`config.mk`:
```
export PLATFORM = sky130hd
export DESIGN_NAME = alu_issue_stage_flat
export DESIGN_NICKNAME = d
export VERILOG_FILES = /design/src/rtl/alu_issue_stage_if.sv /design/src/rtl/alu_issue_stage.sv /design/src/flat_wrapper.sv
export SDC_FILE = /design/constraint.sdc
export NUM_CORES = 1
export LEC_CHECK = 0
export ABC_AREA = 0
export CORE_UTILIZATION = 30
export DETAILED_ROUTE_END_ITERATION = 10
export HOLD_SLACK_MARGIN = 0.08
export PLACE_DENSITY = 0.52
export SLEW_MARGIN = 10
export SYNTH_ARGS = -nofsm -noshare
export SYNTH_HDL_FRONTEND = slang
export SYNTH_SLANG_ARGS = --single-unit
```
`constraint.sdc`:
```
create_clock -name clk -period 9.2 [get_ports clk]
set_input_delay 0.92 -clock clk [delete_from_list [all_inputs] [get_ports clk]]
set_output_delay 0.92 -clock clk [all_outputs]
set_load 0.02 [all_outputs]
```
`src/rtl/alu_issue_stage_if.sv`:
```
// Instruction handshake plus the operand/result bus to the downstream ALU.
interface alu_issue_stage_if #(
  parameter int unsigned WIDTH = 16
);
  logic [15:0]      instr_in;
  logic             instr_valid_in;
  logic             instr_ready_out;
  logic [3:0]       op_code_out;
  logic [WIDTH-1:0] rs1_out;
  logic [WIDTH-1:0] rs2_out;
  logic             cin_out;
  logic             bin_out;
  logic             alu_valid_out;
  logic [WIDTH-1:0] result_in;

  modport master (
    output instr_in, instr_valid_in, result_in,
    input  instr_ready_out, op_code_out, rs1_out, rs2_out, cin_out, bin_out, alu_valid_out
  );

  modport slave (
    input  instr_in, instr_valid_in, result_in,
    output instr_ready_out, op_code_out, rs1_out, rs2_out, cin_out, bin_out, alu_valid_out
  );
endinterface

```
`src/rtl/alu_issue_stage.sv`:
```
// Decode/issue stage: register file, operand fetch for the ALU, LDI/HALT handled locally,
// and writeback of the ALU result one edge after issue.
module alu_issue_stage #(
  parameter int unsigned NREGS = 8,
  parameter int unsigned WIDTH = 16
) (
  input  logic             clk,
  input  logic             rst,
  alu_issue_stage_if.slave bus_io,
  output logic             wb_valid_out,
  output logic [2:0]       wb_addr_out,
  output logic [WIDTH-1:0] wb_data_out,
  output logic             halted_out,
  input  logic [2:0]       dbg_addr_in,
  output logic [WIDTH-1:0] dbg_data_out
);

  typedef enum logic [1:0] {StIdle, StExec, StLdiWb, StHalt} state_e;

  localparam logic [3:0] OpLdi  = 4'hE;
  localparam logic [3:0] OpHalt = 4'hF;

  state_e           state_q, state_d;
  logic [WIDTH-1:0] rf_q [NREGS];
  logic [3:0]       op_code_q, op_code_d;
  logic [WIDTH-1:0] rs1_q, rs1_d, rs2_q, rs2_d;
  logic             cin_q, cin_d, bin_q, bin_d;
  logic [2:0]       rd_q, rd_d;
  logic [8:0]       imm_q, imm_d;
  logic             wb_valid_q, wb_valid_d;
  logic [2:0]       wb_addr_q, wb_addr_d;
  logic [WIDTH-1:0] wb_data_q, wb_data_d;
  logic             rf_we;
  logic [WIDTH-1:0] rf_wdata;
  logic [3:0]       op;

  assign op = bus_io.instr_in[15:12];

  always_comb begin
    state_d    = state_q;
    op_code_d  = op_code_q;
    rs1_d      = rs1_q;
    rs2_d      = rs2_q;
    cin_d      = cin_q;
    bin_d      = bin_q;
    rd_d       = rd_q;
    imm_d      = imm_q;
    wb_valid_d = 1'b0;
    wb_addr_d  = wb_addr_q;
    wb_data_d  = wb_data_q;
    rf_we      = 1'b0;
    rf_wdata   = '0;
    unique case (state_q)
      StIdle: begin
        if (bus_io.instr_valid_in) begin
          rd_d  = bus_io.instr_in[11:9];
          imm_d = bus_io.instr_in[8:0];
          if (op == OpLdi) begin
            state_d = StLdiWb;
          end else if (op == OpHalt) begin
            state_d = StHalt;
          end else begin
            op_code_d = op;
            rs1_d     = rf_q[bus_io.instr_in[8:6]];
            rs2_d     = rf_q[bus_io.instr_in[5:3]];
            cin_d     = bus_io.instr_in[2];
            bin_d     = bus_io.instr_in[1];
            state_d   = StExec;
          end
        end
      end
      StExec: begin
        rf_we    = 1'b1;
        rf_wdata = bus_io.result_in;
        state_d  = StIdle;
      end
      StLdiWb: begin
        rf_we    = 1'b1;
        rf_wdata = {{(WIDTH-9){1'b0}}, imm_q};
        state_d  = StIdle;
      end
      StHalt: state_d = StHalt;
      default: state_d = StIdle;
    endcase
    if (rf_we) begin
      wb_valid_d = 1'b1;
      wb_addr_d  = rd_q;
      wb_data_d  = rf_wdata;
    end
  end

  always_ff @(posedge clk or posedge rst) begin
    if (rst) begin
      state_q    <= StIdle;
      op_code_q  <= '0;
      rs1_q      <= '0;
      rs2_q      <= '0;
      cin_q      <= 1'b0;
      bin_q      <= 1'b0;
      rd_q       <= '0;
      imm_q      <= '0;
      wb_valid_q <= 1'b0;
      wb_addr_q  <= '0;
      wb_data_q  <= '0;
      for (int i = 0; i < NREGS; i++) rf_q[i] <= '0;
    end else begin
      state_q    <= state_d;
      op_code_q  <= op_code_d;
      rs1_q      <= rs1_d;
      rs2_q      <= rs2_d;
      cin_q      <= cin_d;
      bin_q      <= bin_d;
      rd_q       <= rd_d;
      imm_q      <= imm_d;
      wb_valid_q <= wb_valid_d;
      wb_addr_q  <= wb_addr_d;
      wb_data_q  <= wb_data_d;
      // r0 is hardwired to zero: writes still report on the wb port but never land.
      if (rf_we && rd_q != 3'd0) rf_q[rd_q] <= rf_wdata;
    end
  end

  assign bus_io.instr_ready_out = (state_q == StIdle);
  assign bus_io.op_code_out     = op_code_q;
  assign bus_io.rs1_out         = rs1_q;
  assign bus_io.rs2_out         = rs2_q;
  assign bus_io.cin_out         = cin_q;
  assign bus_io.bin_out         = bin_q;
  assign bus_io.alu_valid_out   = (state_q == StExec);
  assign halted_out             = (state_q == StHalt);
  assign wb_valid_out           = wb_valid_q;
  assign wb_addr_out            = wb_addr_q;
  assign wb_data_out            = wb_data_q;
  assign dbg_data_out           = (dbg_addr_in == 3'd0) ? '0 : rf_q[dbg_addr_in];

endmodule

```
`src/flat_wrapper.sv`:
```
// flat-port wrapper written by rule: the top's interface ports become plain ports
module alu_issue_stage_flat 
#(
  parameter int unsigned NREGS = 8,
  parameter int unsigned WIDTH = 16
)
  (clk, rst, wb_valid_out, wb_addr_out, wb_data_out, halted_out, dbg_addr_in, dbg_data_out, bus_io_instr_in, bus_io_instr_valid_in, bus_io_result_in, bus_io_instr_ready_out, bus_io_op_code_out, bus_io_rs1_out, bus_io_rs2_out, bus_io_cin_out, bus_io_bin_out, bus_io_alu_valid_out);
  alu_issue_stage_if #(.WIDTH(WIDTH)) bus_io_i ();
  input  logic clk;
  input  logic rst;
  output logic wb_valid_out;
  output logic [2:0] wb_addr_out;
  output logic [WIDTH-1:0] wb_data_out;
  output logic halted_out;
  input  logic [2:0] dbg_addr_in;
  output logic [WIDTH-1:0] dbg_data_out;
  input wire logic [$bits(bus_io_i.instr_in)-1:0] bus_io_instr_in;
  input wire logic [$bits(bus_io_i.instr_valid_in)-1:0] bus_io_instr_valid_in;
  input wire logic [$bits(bus_io_i.result_in)-1:0] bus_io_result_in;
  output wire logic [$bits(bus_io_i.instr_ready_out)-1:0] bus_io_instr_ready_out;
  output wire logic [$bits(bus_io_i.op_code_out)-1:0] bus_io_op_code_out;
  output wire logic [$bits(bus_io_i.rs1_out)-1:0] bus_io_rs1_out;
  output wire logic [$bits(bus_io_i.rs2_out)-1:0] bus_io_rs2_out;
  output wire logic [$bits(bus_io_i.cin_out)-1:0] bus_io_cin_out;
  output wire logic [$bits(bus_io_i.bin_out)-1:0] bus_io_bin_out;
  output wire logic [$bits(bus_io_i.alu_valid_out)-1:0] bus_io_alu_valid_out;
  assign bus_io_i.instr_in = bus_io_instr_in;
  assign bus_io_i.instr_valid_in = bus_io_instr_valid_in;
  assign bus_io_i.result_in = bus_io_result_in;
  assign bus_io_instr_ready_out = bus_io_i.instr_ready_out;
  assign bus_io_op_code_out = bus_io_i.op_code_out;
  assign bus_io_rs1_out = bus_io_i.rs1_out;
  assign bus_io_rs2_out = bus_io_i.rs2_out;
  assign bus_io_cin_out = bus_io_i.cin_out;
  assign bus_io_bin_out = bus_io_i.bin_out;
  assign bus_io_alu_valid_out = bus_io_i.alu_valid_out;
  alu_issue_stage #(.NREGS(NREGS), .WIDTH(WIDTH)) u_core (.clk(clk), .rst(rst), .bus_io(bus_io_i), .wb_valid_out(wb_valid_out), .wb_addr_out(wb_addr_out), .wb_data_out(wb_data_out), .halted_out(halted_out), .dbg_addr_in(dbg_addr_in), .dbg_data_out(dbg_data_out));
endmodule
```
# Yosys cells after proc, flatten, opt, wreduce, memory -nomap -nowiden
# Cells that the tools add are included.
[totals] latch_bits=0 mem_bits_ro=0 out_inout_bits=77 regBits=200 inputBits=38 memories=0 mem_bits_rw=0
[op_classes] mul=0 eq_ne=6 bitwise_logic=6 reduce_logical=8 add_sub_neg=0 n_shift=0 div=0 n_mux=20 magnitude_cmp=5
[op_table] operator="$bmux 16 s3" count=3
[op_table] operator="$bwmux 128" count=1
[op_table] operator="$mux 16" count=8
[op_table] operator="$demux 16 s3" count=1
[op_table] operator="$pmux 16 s2" count=1
[op_table] operator="$ge 4x4->1 const B" count=4
[op_table] operator="$not 3->4" count=4
[op_table] operator="$eq 4x4->1 const B" count=2
[op_table] operator="$mux 2" count=3
[op_table] operator="$pmux 2 s3" count=1
[op_table] operator="$eq 2x2->1 const B" count=2
[op_table] operator="$lt 4x1->1 const B" count=1
[op_table] operator="$reduce_and 4->1" count=1
[op_table] operator="$logic_not 3->1" count=1
[op_table] operator="$reduce_bool 3->1" count=1
[op_table] operator="$eq 2x1->1 const B" count=1
[op_table] operator="$logic_and 1x1->1" count=2
[op_table] operator="$logic_not 2->1" count=1
[op_table] operator="$mux 1" count=2
[op_table] operator="$ne 2x2->1 const B" count=1
[op_table] operator="$not 1->1" count=2
[op_table] operator="$reduce_and 2->1" count=1
[op_table] operator="$reduce_or 2->1" count=1

# Logic depth before layout (Yosys ltp)
# Gate-level depths: netlist of the first run.
[logic_depth] word_depth=6 mapped_depth=7 depth_no_buf=5

# Worst setup path after synthesis of the first run
# Ideal clock, no wire load.
[synth_timing] path_type="in2out" from="input dbg_addr_in[0]" to="output dbg_data_out[15]" path_buffers=3 t_required_ns=8.280 stages=5 arrival_ns=2.187 setup_slack_ns=6.093 cell_sequence="buf_2 > buf_2 > clkbuf_1 > a22oi_1 > o21ai_0"
[synth_via] elab_chain_cells=5 word_cells_on_any_way=6 classes_between="4 x mux; 1 x bitwise; 1 x reduce/logical"
[synth_lines] item="start: declaration" line="flat_wrapper.sv:15" source="input logic [2:0] dbg_addr_in;"
[synth_lines] item="$not 3->4 (not written as such)" line="alu_issue_stage.sv:134" source="assign dbg_data_out = (dbg_addr_in == 3'd0) ? '0 : rf_q[dbg_addr_in];"
[synth_lines] item="$bmux 16 s3" line="alu_issue_stage.sv:134"
[synth_lines] item="$mux 16 (not written as such) (2 in series)" line="alu_issue_stage.sv:134"
[synth_lines] item="$mux 16 (*)" line="alu_issue_stage.sv:134"
[synth_lines] item="end: declaration" line="flat_wrapper.sv:16" source="output logic [WIDTH-1:0] dbg_data_out;"
# Mark *: on every way between the ends. The rest lies on a longest branch, timed or not. The select of a mux whose other input is x is not followed.

# Worst setup path after layout of the first run
[layout_timing] from="input dbg_addr_in[1]" to="output dbg_data_out[9]"
# Same word-level chain as after synthesis.

==> reports/results.tsv, run 1 <==
metric	value	unit
status	finished, final reports clean	
Final ANT Viol Nets	0	
Worst path slowest cell	nor2b_2	
maximum number of pins on one net before global-route repair	135	
maximum vdd drop	0.1824	mV
Ys Warns	0	
Net Count, Synth	1005	
fin crit period	4.798	ns
CTS tree	done	
CTS Buf Count	17	
Final Util	36.39	%
Area Growth Syn to Fin	19.17	%
vias in the first global route	7561	
area share of the largest cell type after synthesis	48.88	%
Post-Syn Area	10240	µm²
die height	186.7	µm
slew margin rel.	18.43	%
max cap viols	0	
pre-CTS setup slack	4.409	ns
initial antenna violation count	0	
Power Density	319.4	nW/µm²
ys flop type	dfrtp_1	
CTS sink count	200	
Max clock buf depth	2	
CTS Hold Bufs	0	
final setup violation count	0	
DRC	0	
placed insts	1446	
CP endpoint kind	output port	
fin crit share	52.15	%
clk_lat worst skew	0.44	ns
Slew Limit Fails	0	
Ports	115	
GRT Total Usage	18.69	%
CP Cell Sequence	clkdlybuf4s50_1 -> buf_4 -> nor2b_2 -> a221oi_1 -> a21oi_1 -> clkdlybuf4s50_1	
post-route design area	12200	µm²
hold crit path type	reg -> reg	
Total Power	3.898	mW
drt wl/cell	21.75	µm
placed cell area	11610	µm²
H-Tree Depth	4	
row cnt	67	
Worst Max-Slew Pin Slew	1.222	ns
Fmax	208.4	MHz
total die area	34870	µm²
port bufs	114	
Post-synth ARST share	100.0	%
worst path required time	8.28	ns
register area share after synthesis	48.88	%
Detailed Route WL	32.13	mm
hold violation total from the final report	0	
sum of negative setup slack	0	ns
First-pass DRT Iterations	5	
setup bufs post-CTS	0	
first-pass GRT wire length	49.34	mm
chip width	186.7	µm
dpl hpwl	19.85	mm
via count	7642	
total global routing overflow	0	
RSZ-0062 raised after global routing	no	
clk slew on worst S/H paths	0.07	ns
layout cells sized above 1	16.91	%
commonest non-fill, non-tap cells in the layout	dfrtp_1, o21ai_0, nand2_1	
PostCTS Resize Cnt	0	
kind of critical path	in -> out	
worst hold margin	0.4021	ns
Yosys top cell by area	dfrtp_1	
Antenna diodes	0	
P_leak	5.206	nW
CP Max Fanout	33	
Final Worst Setup Slack	4.402	ns
worst path arrival time	3.88	ns
Startpoint Class	input port	
drt first-iter violations	508	
biggest cell delay along the critical path	0.89	ns
Most Frequent Cell on Critical Path	clkdlybuf4s50_1	
via count normalized by instance count	5.174	
Starting Density	30.53	%
commonest non-fill, non-tap cell in the layout	dfrtp_1	
cells taking the most area after synthesis	dfrtp_1, mux2_2, o21ai_0	
Synth Instances	962	
gpl congestion	0.7660	
flops & latches, synth	200	
Syn Area/Cell	10.64	µm²
count of unique library cells instantiated by Yosys	31	
fin nets	1060	
Post-synth EDFFs	0	
Layout Skew	0.01389	ns
core footprint	33530	µm²
Final Non-Filler Cells	1477	
clock root cell	clkbuf_16	
worst reg-to-reg setup slack	6.50	ns
[area by class of cell]
cell class / count / area [µm²]
clock inverters: 13 / 160.2
well taps: 448 / 560.5
repair buffers: 132 / 1261
multi-input cells: 640 / 4681
inverters: 26 / 105.1
fillers: 3371 / 21330
flip-flops and latches: 200 / 5005
clock buffers: 18 / 429.2
[cells by family after synthesis]
| family | after synthesis | share of synthesized area, % |
|---|---|---|
| AO/OA/AOI/OAI | 303 | 18.04 |
| adder cells (fa/ha/maj) | 5 | 0.6110 |
| buffers and inverters | 122 | 5.548 |
| flip-flops | 200 | 48.88 |
| multiplexers | 180 | 20.76 |
| AND/OR/NAND/NOR | 152 | 6.159 |
[path summary, 6_finish.rpt]
path	endpoint	from	depth (start not counted)
hold reg to reg	u_core.rf_q[113]	u_core.rf_q[113]	0
max in group asynchronous	u_core.rf_q[79]	rst	3
setup / recovery	dbg_data_out[9]	dbg_addr_in[1]	6
min in group asynchronous	u_core.imm_q[0]	rst	2
hold / removal	u_core.rf_q[113]	u_core.rf_q[113]	0
setup reg to reg	u_core.bus_io.op_code_out[1]	u_core.state_q[0]	6
[Yosys cell counts (all sizes together), types with 2 or more instances]
cell type	instances
o31ai	32
ha	5
buf	34
mux2	99
o22a	2
dfrtp	200
a22oi	10
o22ai	32
mux2i	65
mux4	16
nand2b	2
a21oi	25
clkbuf	62
nand2	123
a22o	32
a221oi	15
o21ai	154
nand4bb	3
nor2b	3
nor2	14
nand4b	3
inv	26
[registers in the layout, indices dropped and copies added, names as in the netlist]
| name | cells |
|---|---|
| u_core.bus_io.rs1_out | 16 |
| u_core.bus_io.bin_out | 1 |
| u_core.state_q | 2 |
| u_core.rf_q | 128 |
| u_core.bus_io.op_code_out | 4 |
| u_core.rd_q | 3 |
| u_core.wb_valid_out | 1 |
| u_core.bus_io.rs2_out | 16 |
| u_core.bus_io.cin_out | 1 |
| u_core.wb_addr_out | 3 |
| u_core.wb_data_out | 16 |
| u_core.imm_q | 9 |
[worst max-delay path, delay by kind of cell]
family	cells	cell delay, ns
buffers and inverters	3	1.58
AOI/OAI and AO/OA	2	0.47
and+or+nand+nor	1	0.89
[power breakdown]
| part | internal [mW] | switching, mW |
|---|---|---|
| Combinational | 0.712 | 0.892 |
| Clock | 0.409 | 0.362 |
| Sequential | 1.22 | 0.304 |
[metal layers]
layer	GRT usage, %	part of all wire [%]	up-vias
met5	0	0	-
met4	4.729	1.3	0
met3	3.442	4.9	26
met2	27.86	44	206
met1	27.70	50	3806
li1	-	-	3604
Power figures use the tool's default switching activity.
==> inputs of run 2 (changes only) <==
- PLACE_DENSITY: 0.52 -> 0.54
- clock period: 9.2 -> 4.2 ns (I/O delays scaled with it)
==> run 2 against run 1 <==
Sequential cell count unchanged. Count of clock-buffer cells in the layout unchanged. Cell count grew 0.54%. Critical path type unchanged. Largest power group unchanged. Highest routed layer unchanged.
==> reports/results.tsv, run 2 (synthesis results as in run 1) <==
metric	value	unit	change
P_leak	5.293	nW	+1.7%
First-pass DRT Iterations	6		+1
dpl hpwl	20.20	mm	+1.8%
CTS Hold Bufs	0		unchanged
clock root cell	clkbuf_16		
worst path required time	3.78	ns	-4.50 ns
Final Worst Setup Slack	0.9358	ns	-3.466 ns
Register-to-Register Path Depth	6		unchanged
Total Power	8.767	mW	+120%
gpl congestion	0.7639		-0.27%
sum of negative setup slack	0	ns	unchanged
maximum vdd drop	0.3185	mV	+75%
biggest cell delay along the critical path	0.64	ns	-0.25 ns
Starting Density	30.53	%	unchanged
clk_lat worst skew	0.45	ns	about the same
commonest non-fill, non-tap cell in the layout	dfrtp_1		
clk slew on worst S/H paths	0.07	ns	about the same
CTS tree	done		
via count	7701		+0.77%
Max clock buf depth	2		unchanged
Ports	115		unchanged
max cap viols	0		unchanged
fin crit period	3.264	ns	
CP endpoint kind	output port		
DRC	0		unchanged
RSZ-0062 raised after global routing	no		
vias in the first global route	7737		+2.3%
core footprint	33530	µm²	unchanged
Startpoint Class	input port		
fin crit share	77.72	%	
Worst path slowest cell	clkdlybuf4s50_1		
max reg flops	128		unchanged
row cnt	67		unchanged
layout cells sized above 1	17.28	%	+0.37 points
total die area	34870	µm²	unchanged
placed insts	1454		+0.55%
maximum number of pins on one net before global-route repair	115		-15%
total global routing overflow	0		unchanged
Most Frequent Cell on Critical Path	clkdlybuf4s50_1		
slew margin rel.	30.78	%	+12 points
H-Tree Depth	4		unchanged
CTS sink count	200		unchanged
final setup violation count	0		unchanged
Area Growth Syn to Fin	21.07	%	
kind of critical path	in -> out		
worst path arrival time	2.84	ns	-1.04 ns
Slew Limit Fails	0		unchanged
drt wl/cell	21.42	µm	-1.5%
pre-CTS setup slack	0.9446	ns	-3.464 ns
hold crit path type	in -> async		
CP Max Fanout	31		-6.1%
die height	186.7	µm	unchanged
Layout Skew	0.01089	ns	-0.002993 ns
CP Cell Sequence	clkdlybuf4s50_1 -> buf_4 -> mux2_2 -> a221oi_1 -> a21oi_1 -> clkdlybuf4s50_1		
Fmax	306.4	MHz	
fillers	3430		+1.8%
port bufs	114		unchanged
chip width	186.7	µm	unchanged
status	finished, final reports clean		
PostCTS Resize Cnt	0		unchanged
Final Util	36.97	%	+0.58 points
Detailed Route WL	31.82	mm	-0.98%
GRT Total Usage	18.62	%	-0.067 points
Power Density	707.2	nW/µm²	+120%
initial antenna violation count	0		unchanged
fin nets	1068		+0.75%
Reg with most FFs	u_core.rf_q		
drt first-iter violations	408		-20%
setup bufs post-CTS	0		unchanged
Final ANT Viol Nets	0		unchanged
hold violation total from the final report	0		unchanged
Worst Max-Slew Pin Slew	1.038	ns	-0.1840 ns
CTS Buf Count	17		unchanged
Final Non-Filler Cells	1485		+0.54%
commonest non-fill, non-tap cells in the layout	dfrtp_1, o21ai_0, nand2_1		
via count normalized by instance count	5.186		+0.23%
first-pass GRT wire length	49.29	mm	-0.11%
run 2: cell types whose count changed in the layout (fill, tap and decap cells not counted), sizes merged:
cell and change:
buf +8, bufinv +5, clkinv -1, clkinvlp +2, diode +1, inv -7
run 2: area by class of cell:
class / instances / area, µm² / area share, %
antenna: 1 / 2.502 / 0.02019
clock buffer: 18 / 429.2 / 3.462
clock inverter: 12 / 247.7 / 1.999
inverter: 26 / 101.3 / 0.8176
multi-input combinational: 640 / 4678 / 37.74
sequential: 200 / 5005 / 40.38
tap: 448 / 560.5 / 4.522
timing repair buffer: 140 / 1371 / 11.06
run 2: final timing paths:
kind | startpoint | endpoint | slack, ns
setup / recovery | dbg_addr_in[1] | dbg_data_out[4] | 0.94
hold / removal | rst | u_core.bus_io.rs2_out[2] | 0.23
setup reg to reg | u_core.state_q[0] | u_core.bus_io.rs2_out[11] | 1.95
hold reg to reg | u_core.rf_q[121] | u_core.rf_q[121] | 0.40
max in group asynchronous | rst | u_core.bus_io.rs1_out[13] | 3.10
min in group clk | u_core.rf_q[121] | u_core.rf_q[121] | 0.40
run 2: report_power, final:
| part | internal [mW] | switching, mW |
|---|---|---|
| combinational | 1.58 | 1.92 |
| clock | 1.17 | 0.757 |
| sequential | 2.67 | 0.673 |
run 2: worst max-delay path, delay by kind of cell:
kind                   cells  cell delay (ns)
multiplexers               1             0.39
AO/OA/AOI/OAI              2             0.41
buffers and inverters      3             1.61
run 2: through the flow:
stage	hold slack, ns	cell area, µm²
global placement	0.3854	11720
floorplan	0.4488	10240
CTS	0.2123	12390
detailed placement	0.3883	11720
global route	0.2264	12390
finish	0.2288	12400
run 2: per-layer routing:
layer / part of all wire (%) / vias to the layer above / GRT usage [%]
met1: 49 / 3875 / 26.36
li1: - / 3614 / -
met2: 46 / 178 / 29.25
met3: 4.0 / 34 / 3.178
met4: 1.5 / 0 / 5.139
met5: 0 / - / 0
==> inputs of run 3 (changes only) <==
- clock period: 4.2 -> 2.7 ns (I/O delays scaled with it)
==> run 3 against run 2 <==
Critical path depth grew 1. Register-to-register slack worse by 1.4 ns. Setup slack got worse by 0.86 ns. Combinational power rose by 57%. Die area is the same. Clock skew grew 0.0015 ns. Count of clock-buffer cells in the layout rose by 2. Sequential cell count is the same. Critical endpoint is now dbg_data_out[9]. Largest power group unchanged.
==> reports/results.tsv, run 3 (synthesis results as in run 1) <==
metric	value	unit	change
status	finished, final reports clean		
total global routing overflow	0		unchanged
core footprint	33530	µm²	unchanged
hold crit path type	in -> async		
total die area	34870	µm²	unchanged
first-pass GRT wire length	49.69	mm	+0.81%
Area Growth Syn to Fin	22.80	%	
First-pass DRT Iterations	5		-1
pre-CTS setup slack	0.06183	ns	-0.8828 ns
die height	186.7	µm	unchanged
chip width	186.7	µm	unchanged
fin crit share	97.29	%	
CTS sink count	200		unchanged
Final Worst Setup Slack	0.07315	ns	-0.8627 ns
CP Cell Sequence	clkdlybuf4s50_1 -> buf_4 -> nor2b_1 -> buf_12 -> a221oi_1 -> a21oi_1 -> clkdlybuf4s50_1		
biggest cell delay along the critical path	0.66	ns	+0.02 ns
via count	7824		+1.6%
Worst Max-Slew Pin Slew	0.8462	ns	-0.1921 ns
Fmax	380.7	MHz	
Antenna diodes	0		-1
maximum vdd drop	0.5415	mV	+70%
CP endpoint kind	output port		
P_leak	5.406	nW	+2.1%
maximum number of pins on one net before global-route repair	71		-38%
dpl hpwl	21.36	mm	+5.7%
vias in the first global route	7675		-0.80%
Most Frequent Cell on Critical Path	clkdlybuf4s50_1		
clk slew on worst S/H paths	0.07	ns	about the same
clk_lat worst skew	0.44	ns	about the same
worst path arrival time	2.36	ns	-0.48 ns
worst hold margin	0.3332	ns	+0.1044 ns
GRT Total Usage	18.66	%	+0.042 points
max cap viols	0		unchanged
worst reg-to-reg setup slack	0.56	ns	-1.39 ns
DRC	0		unchanged
fillers	3356		-2.2%
Detailed Route WL	31.97	mm	+0.48%
Final ANT Viol Nets	0		unchanged
Reg with most FFs	u_core.rf_q		
CTS Buf Count	17		unchanged
register area	5005	µm²	unchanged
Ports	115		unchanged
max reg flops	128		unchanged
H-Tree Depth	4		unchanged
layout cells sized above 1	18.47	%	+1.2 points
Final Util	37.50	%	+0.53 points
gpl congestion	0.8069		+5.6%
clock root cell	clkbuf_16		
Max clock buf depth	2		unchanged
commonest non-fill, non-tap cells in the layout	dfrtp_1, o21ai_0, nand2_1		
via count normalized by instance count	5.202		+0.31%
drt first-iter violations	548		+34%
commonest non-fill, non-tap cell in the layout	dfrtp_1		
fin crit period	2.627	ns	
CTS tree	done		
row cnt	67		unchanged
Total Power	13.60	mW	+55%
kind of critical path	in -> out		
Slew Limit Fails	0		unchanged
RSZ-0062 raised after global routing	no		
Worst path slowest cell	clkdlybuf4s50_1		
slew margin rel.	43.59	%	+13 points
multi-input gate area in the final layout	4668	µm²	-0.21%
worst path required time	2.43	ns	-1.35 ns
Power Density	1081	nW/µm²	+53%
initial antenna violation count	0		unchanged
setup bufs post-CTS	0		unchanged
Starting Density	30.53	%	unchanged
port bufs	114		unchanged
Startpoint Class	input port		
CP Max Fanout	15		-52%
drt wl/cell	21.26	µm	-0.79%
hold violation total from the final report	0		unchanged
fin nets	1086		+1.7%
final setup violation count	0		unchanged
Layout Skew	0.01236	ns	+0.001469 ns
-- run 3: cell count changes in the layout (fill, tap and decap cells not counted), sizes merged --
cell,previous run,this run
buf,29,47
clkinv,2,5
bufinv,7,5
clkbuf,18,20
clkdlybuf4s50,111,110
diode,1,0
dlymetal6s2s,0,1
inv,26,25
-- run 3: what timing repair did --
| action | 4_1_cts | 5_1_grt |
|---|---|---|
| gates resized for setup | 0 | 1 |
| hold buffers | 0 | 0 |
| setup endpoints to repair | 0 | 1 |
-- run 3: critical path, delay by kind of cell --
| family | cells | cell delay (ns) |
|---|---|---|
| buf+inv | 4 | 1.46 |
| compound gates | 2 | 0.34 |
| simple gates | 1 | 0.28 |
-- run 3: report_power, final --
part,switching (mW),internal (mW)
clock,1.16,1.69
sequential,1.08,4.15
combinational,3.00,2.51
total,5.25,8.35
-- run 3: worst paths after layout --
check                                   from                       end  cells past startpoint
max                           dbg_addr_in[1]           dbg_data_out[9]                      7
min                                      rst          u_core.rf_q[115]                      3
max reg2reg                u_core.state_q[0]  u_core.bus_io.rs1_out[4]                      6
min reg2reg                 u_core.rf_q[113]          u_core.rf_q[113]                      0
max in group asynchronous                rst           u_core.rf_q[29]                      3
min in group clk            u_core.rf_q[113]          u_core.rf_q[113]                      0
-- run 3: area by class of cell --
cell class,count,share of cell area (%)
timing repair buffer,158,12.60
sequential,200,39.80
clock buffer,20,3.632
multi-input combinational,640,37.13
inverter,26,0.8060
tap,448,4.458
clock inverter,12,1.572
-- run 3: per-layer routing --
| layer | vias to the layer above | routed length, µm | global-route usage, % |
|---|---|---|---|
| li1 | 3653 | - | - |
| met1 | 3929 | 15780 | 27.50 |
| met2 | 220 | 14340 | 28.60 |
| met3 | 22 | 1621 | 3.385 |
| met4 | 0 | 223 | 3.499 |
| met5 | - | 0 | 0 |
-- run 3: metrics by stage --
stage	std cells	setup TNS [ns]	cell area, µm²
after global routing	1504	0	12570
after detailed placement	1472	0	11920
after floorplan	962	-31.67	10240
after global placement	1472	0	11920
after CTS	1504	0	12570
final	1504	0	12570
